## config.mk

```make
export PLATFORM = sky130hd
export DESIGN_NAME = multibyte_add_controller
export DESIGN_NICKNAME = d
export VERILOG_FILES = /design/src/rtl/multibyte_add_controller.sv
export SDC_FILE = /design/constraint.sdc
export NUM_CORES = 1
export LEC_CHECK = 0
export BUFFER_PORTS_ARGS = -buffer_cell sky130_fd_sc_hd__buf_4
export CORE_MARGIN = 3
export CORE_UTILIZATION = 35
export DETAILED_ROUTE_END_ITERATION = 12
export PLACE_DENSITY = 0.55
export SKIP_LAST_GASP = 1
export SLEW_MARGIN = 20
export SYNTH_ARGS = -nofsm -noshare
export SYNTH_HDL_FRONTEND = slang
export SYNTH_SLANG_ARGS = --single-unit
```

## constraint.sdc

```tcl
create_clock -name clk -period 5.3 [get_ports clk]
set_input_delay 0.265 -clock clk [delete_from_list [all_inputs] [get_ports clk]]
set_output_delay 0.265 -clock clk [all_outputs]
set_load 0.02 [all_outputs]
```

## src/rtl/multibyte_add_controller.sv

```systemverilog
// Purpose : NBYTES-wide add (optionally subtract) by stepping one 8-bit ripple adder LSB-first.
// Latency : start accepted at edge k -> done pulses in the cycle after edge k+NBYTES.
// Backpr. : none; start is ignored while busy, accepted in IDLE or in the DONE cycle.
//
// Ports (controller):
//   clk, rst_n          clock, asynchronous active-low reset
//   start, a, b, cy_in  request and operands, captured on an accepted start
//   op                  (MULTIBYTE_ADD_SUB_EN only) 1 = a - b, 0 = a + b + cy_in
//   busy, done          busy for NBYTES cycles, one-cycle done pulse
//   sum, cy_out         result and top carry, held until the next accepted start
// Optional feature macro: MULTIBYTE_ADD_SUB_EN (adds op port and subtract path).

module ripple_carry_adder (
  input  logic [7:0] a,
  input  logic [7:0] b,
  input  logic       cy_in,
  output logic [7:0] sum,
  output logic       cy_out
);
  logic [8:0] c;

  always_comb begin
    c      = '0;
    sum    = '0;
    c[0]   = cy_in;
    for (int i = 0; i < 8; i++) begin
      sum[i]   = a[i] ^ b[i] ^ c[i];
      c[i + 1] = (a[i] & b[i]) | (c[i] & (a[i] ^ b[i]));
    end
    cy_out = c[8];
  end
endmodule

module multibyte_add_controller #(
  parameter int NBYTES = 4
) (
  input  logic                clk,
  input  logic                rst_n,
  input  logic                start,
  input  logic [8*NBYTES-1:0] a,
  input  logic [8*NBYTES-1:0] b,
  input  logic                cy_in,
`ifdef MULTIBYTE_ADD_SUB_EN
  input  logic                op,
`endif
  output logic                busy,
  output logic                done,
  output logic [8*NBYTES-1:0] sum,
  output logic                cy_out
);
  localparam int IDXW = $clog2(NBYTES);
  localparam logic [IDXW-1:0] LAST = IDXW'(NBYTES - 1);

  typedef enum logic [1:0] {IDLE, RUN, DONE} state_t;

  state_t                      state_q, state_d;
  logic                        accept;
  logic                        last;

  logic [NBYTES-1:0][7:0]      a_q, b_q, sum_q;
  logic [IDXW-1:0]             idx_q;
  logic                        carry_q;
  logic                        cy_out_q;

  logic [7:0]                  add_a, add_b, add_sum;
  logic                        add_cy;
  logic                        start_carry;

`ifdef MULTIBYTE_ADD_SUB_EN
  logic                        op_q;
  // Subtract is a + ~b + 1; the forced carry-in supplies the +1.
  assign add_b       = op_q ? ~b_q[idx_q] : b_q[idx_q];
  assign start_carry = op ? 1'b1 : cy_in;
`else
  assign add_b       = b_q[idx_q];
  assign start_carry = cy_in;
`endif
  assign add_a = a_q[idx_q];

  ripple_carry_adder u_adder (
    .a      (add_a),
    .b      (add_b),
    .cy_in  (carry_q),
    .sum    (add_sum),
    .cy_out (add_cy)
  );

  always_ff @(posedge clk or negedge rst_n) begin
    if (!rst_n) state_q <= IDLE;
    else        state_q <= state_d;
  end

  always_comb begin
    state_d = state_q;
    accept  = 1'b0;
    last    = (idx_q == LAST);
    case (state_q)
      IDLE: if (start) begin
        accept  = 1'b1;
        state_d = RUN;
      end
      RUN:  if (last) state_d = DONE;
      DONE: begin
        // A start in the done cycle chains straight into the next operation.
        if (start) begin
          accept  = 1'b1;
          state_d = RUN;
        end else begin
          state_d = IDLE;
        end
      end
      default: state_d = IDLE;
    endcase
  end

  always_ff @(posedge clk or negedge rst_n) begin
    if (!rst_n) begin
      a_q      <= '0;
      b_q      <= '0;
      sum_q    <= '0;
      idx_q    <= '0;
      carry_q  <= 1'b0;
      cy_out_q <= 1'b0;
`ifdef MULTIBYTE_ADD_SUB_EN
      op_q     <= 1'b0;
`endif
    end else if (accept) begin
      a_q     <= a;
      b_q     <= b;
      idx_q   <= '0;
      carry_q <= start_carry;
`ifdef MULTIBYTE_ADD_SUB_EN
      op_q    <= op;
`endif
    end else if (state_q == RUN) begin
      sum_q[idx_q] <= add_sum;
      carry_q      <= add_cy;
      if (last) begin
        idx_q    <= '0;
        cy_out_q <= add_cy;
      end else begin
        idx_q    <= idx_q + IDXW'(1);
      end
    end
  end

  assign busy   = (state_q == RUN);
  assign done   = (state_q == DONE);
  assign sum    = sum_q;
  assign cy_out = cy_out_q;
endmodule

```

==> implementation parameters <==
Parameter                              Value

Timing
  WHS    0.120 ns
  Sum Neg Setup Slack    0 ns
  Number of failing setup endpoints in the final timing report    0
  Fin crit share    84.8%
  Final Worst Setup Slack    0.804 ns
  Final Max Slew Viols    0
  RSZ-0062 raised after global routing    false
  Largest clock skew in the final design    0.00559 ns
  Slew margin rel.    52.6%
  Peak clock frequency supported by timing    222 MHz
  Hold violation total from the final report    0
  Tmin final    4.50 ns
  Least-Margin Pin Slew    0.712 ns

Hold path
  Worst Hold Endpoint    b_q[13]
  Instance count along the most critical hold path    3
  Hold Path Class    input port to flop
  Launch point of the worst hold path    b[13]

Clock tree
  Total CTS buffers    9
  CTS Root Buffer Type    sky130_fd_sc_hd__clkbuf_16
  Count of hold buffers inserted by post-cts repair    1
  Number of gates resized after CTS    0
  Post-CTS setup repair buffer count    0
  CTS tree    done
  H-Tree Level Count    3
  TritonCTS sink count    102
  Clock Latency Late Sink    0.33 ns
  Post-CTS clock slew at the launch and capture registers of the worst setup and hold paths    0.07 ns
  Worst-case clock buffer depth    2

Worst setup path
  Largest incremental delay on the critical path    0.60 ns
  Cell type with the highest occurrence count on the critical path    sky130_fd_sc_hd__fa_1
  Depth of the worst register-to-register path    13
  CP bufs+invs    4
  Setup crit start kind    flop
  Setup slack of the worst register-to-register path    0.80 ns
  Critical path endpoint category    flop
  Start of the worst register-to-register path    idx_q[0]
  Critical register-to-register path endpoint    sum[7]
  Crit path max-delay family    adder cells
  CP Data Arrival Time    4.74 ns
  Category of the critical setup timing path    flop to flop
  Cell with the largest stage delay on the worst path    sky130_fd_sc_hd__mux4_1
  Biggest fanout along the worst timing path    16
  Required time at the endpoint of the critical path    5.55 ns
  Cell-by-cell listing of the critical path    buf_4 -> mux4_1 -> inv_1 -> fa_1 -> inv_1 -> fa_1 -> fa_1 -> fa_1 -> fa_1 -> fa_1 -> inv_1 -> fa_1 -> o21ai_0

Route
  WL per Instance    15.1 um
  Mean number of vias per cell    4.54
  Antenna-violating nets left    0
  Violation count after the first detailed-route iteration    208
  First drt pass iteration count    4
  Overall routed net length    10400 um
  DRC Markers    0
  Total via count in the routed design    3112

Die
  Placeable core region    12700 um2
  Total die area    14500 um2
  Chip Height    120 um
  Initial core utilization    36.1%
  Core Rows    41
  I/O pin count    103
  Die W    120 um

Final layout
  Fraction of layout instances using a drive strength above 1    30.5%
  Area growth from synthesis to layout    25.3%
  Net count, final    591
  Diodes inserted    0
  Non-filler cells, final    686

Synthesis
  Area fraction in compound gates after synthesis    1.80%
  Share of synthesized cell area in and, or, nand and nor gates    18.7%
  Share of synthesized area occupied by flip-flops and latches    55.6%
  Synth async-reset ratio    100%
  Fraction of post-synthesis cell area in the top cell type by area    55.6%
  Share of cell area taken by muxes after synthesis    14.5%
  Post-synthesis cell type count    24
  Most numerous cell types in the synthesized netlist    sky130_fd_sc_hd__nand2_1 (202), sky130_fd_sc_hd__dfrtp_1 (102), sky130_fd_sc_hd__mux2_2 (24)
  Yosys reg bits    102
  Instance count of the mapped netlist    413
  Warnings from Yosys    0
  Post-synthesis average cell area    11.1 um2
  Top post-synthesis cells by area    sky130_fd_sc_hd__dfrtp_1 (56%), sky130_fd_sc_hd__nand2_1 (17%), sky130_fd_sc_hd__mux2_2 (5.9%)
  Dominant cell type by area after synthesis    sky130_fd_sc_hd__dfrtp_1
  XOR/XNOR share of the synthesized area    0%
  Most used DFF post-synth    sky130_fd_sc_hd__dfrtp_1
  Area of the mapped netlist    4590 um2
  Number of synthesized flops with an enable pin    0
  Net count after synthesis    493
  Most numerous cell in the Yosys netlist    sky130_fd_sc_hd__nand2_1
  Dominant combinational cell family by area after synthesis    simple AND/OR/NAND/NOR gates
  Post-Synth Adder-Cell Area    4.58%

Outcome
  Outcome    finished, final reports clean

Power
  Post-route total power    4030 uW
  Power per cell area    701 nW/um2
  Leakage power figure    0.00297 uW
  Max VDD drop    0.000242 V

Run
  Reported max-cap violation count    0

Global route
  Vias in the first global route    3355
  Maximum number of pins on one net before global-route repair    67
  Gr usage total    15.2%
  Antenna violations before repair    0
  Wire length of the first global-routing pass    17200 um
  Overall overflow remaining after global route    0

Placed design
  Worst slack at placement    0.801 ns
  Inst Count DP    671
  Hpwl dp    7690 um
  Routability cong.    0.756
  Number of buffers inserted by port buffering    102
-- metrics by stage --
step | instance area, um2 | util, %
finish | 5750 | 45.2
global route | 5750 | 45.2
CTS | 5750 | 45.2
detailed placement | 5430 | 42.7
global placement | 5430 | 42.7
floorplan | 4590 | -
-- report_power, final --
group          switching, uW  leakage [uW]  total (uW)  internal [uW]
Combinational           1050       0.00156        1940            894
Sequential               231       0.00125        1400           1170
Clock                    267      0.000150         688            420
-- tightest hold or removal path: cells and delay by family --
family | cells | cell delay [ns]
buf+inv | 1 | 0.08
simple gates | 2 | 0.08
-- kinds of logic (layout without fill, tap and decap cells) --
kind of cell	after synthesis	after routing
AOI/OAI and AO/OA	15	15
adders and majority gates	12	12
and+or+nand+nor	213	213
buffers and inverters	31	132
DFF	102	102
muxes	40	40
-- final cells by class --
type	instances	area, um2
Inverter	11	41.3
Fill cell	1242	6970
Multi-Input combinational cell	280	1820
Sequential cell	102	2550
Tap cell	172	215
Timing Repair Buffer	107	806
Clock buffer	10	239
Clock inverter	4	72.6
-- cells in the final DEF (no fill, tap or decap), types with 3 or more instances in the layout --
cell type and instances:
sky130_fd_sc_hd__ha_1 4, sky130_fd_sc_hd__mux4_1 9, sky130_fd_sc_hd__dfrtp_1 102, sky130_fd_sc_hd__o21ai_0 10
sky130_fd_sc_hd__inv_1 11, sky130_fd_sc_hd__buf_4 106, sky130_fd_sc_hd__nand2_1 202, sky130_fd_sc_hd__mux4_2 7
sky130_fd_sc_hd__fa_1 8, sky130_fd_sc_hd__clkbuf_16 9, sky130_fd_sc_hd__mux2_2 24, sky130_fd_sc_hd__nand3b_2 3
-- state kept, by name (all words and copies together) (netlist names) --
signal   cells
a_q         32
b_q         32
carry_q      1
cy_out       1
idx_q        2
state_q      2
sum         32
-- metal layers --
layer	routed length, um	GRT usage, %	vias to the layer above
met3	458	3.18	4
li1	-	-	1533
met4	64	2.97	0
met2	5180	26.9	79
met1	4670	19.4	1496
met5	0	0	-
-- how the worst max path moves through the flow --
| stage | from | end | slack [ns] | depth (start not counted) |
|---|---|---|---|---|
| after global routing | idx_q[0] | sum[23] | 0.53 | 13 |
| final | idx_q[0] | sum[7] | 0.80 | 13 |
| after detailed placement | idx_q[0] | sum[7] | 0.80 | 13 |
| after floorplan | idx_q[0] | sum[15] | 0.90 | 15 |
| after CTS | idx_q[0] | sum[7] | 0.77 | 13 |
| after global placement | idx_q[0] | sum[23] | 0.91 | 13 |
Power figures use the tool's default switching activity.
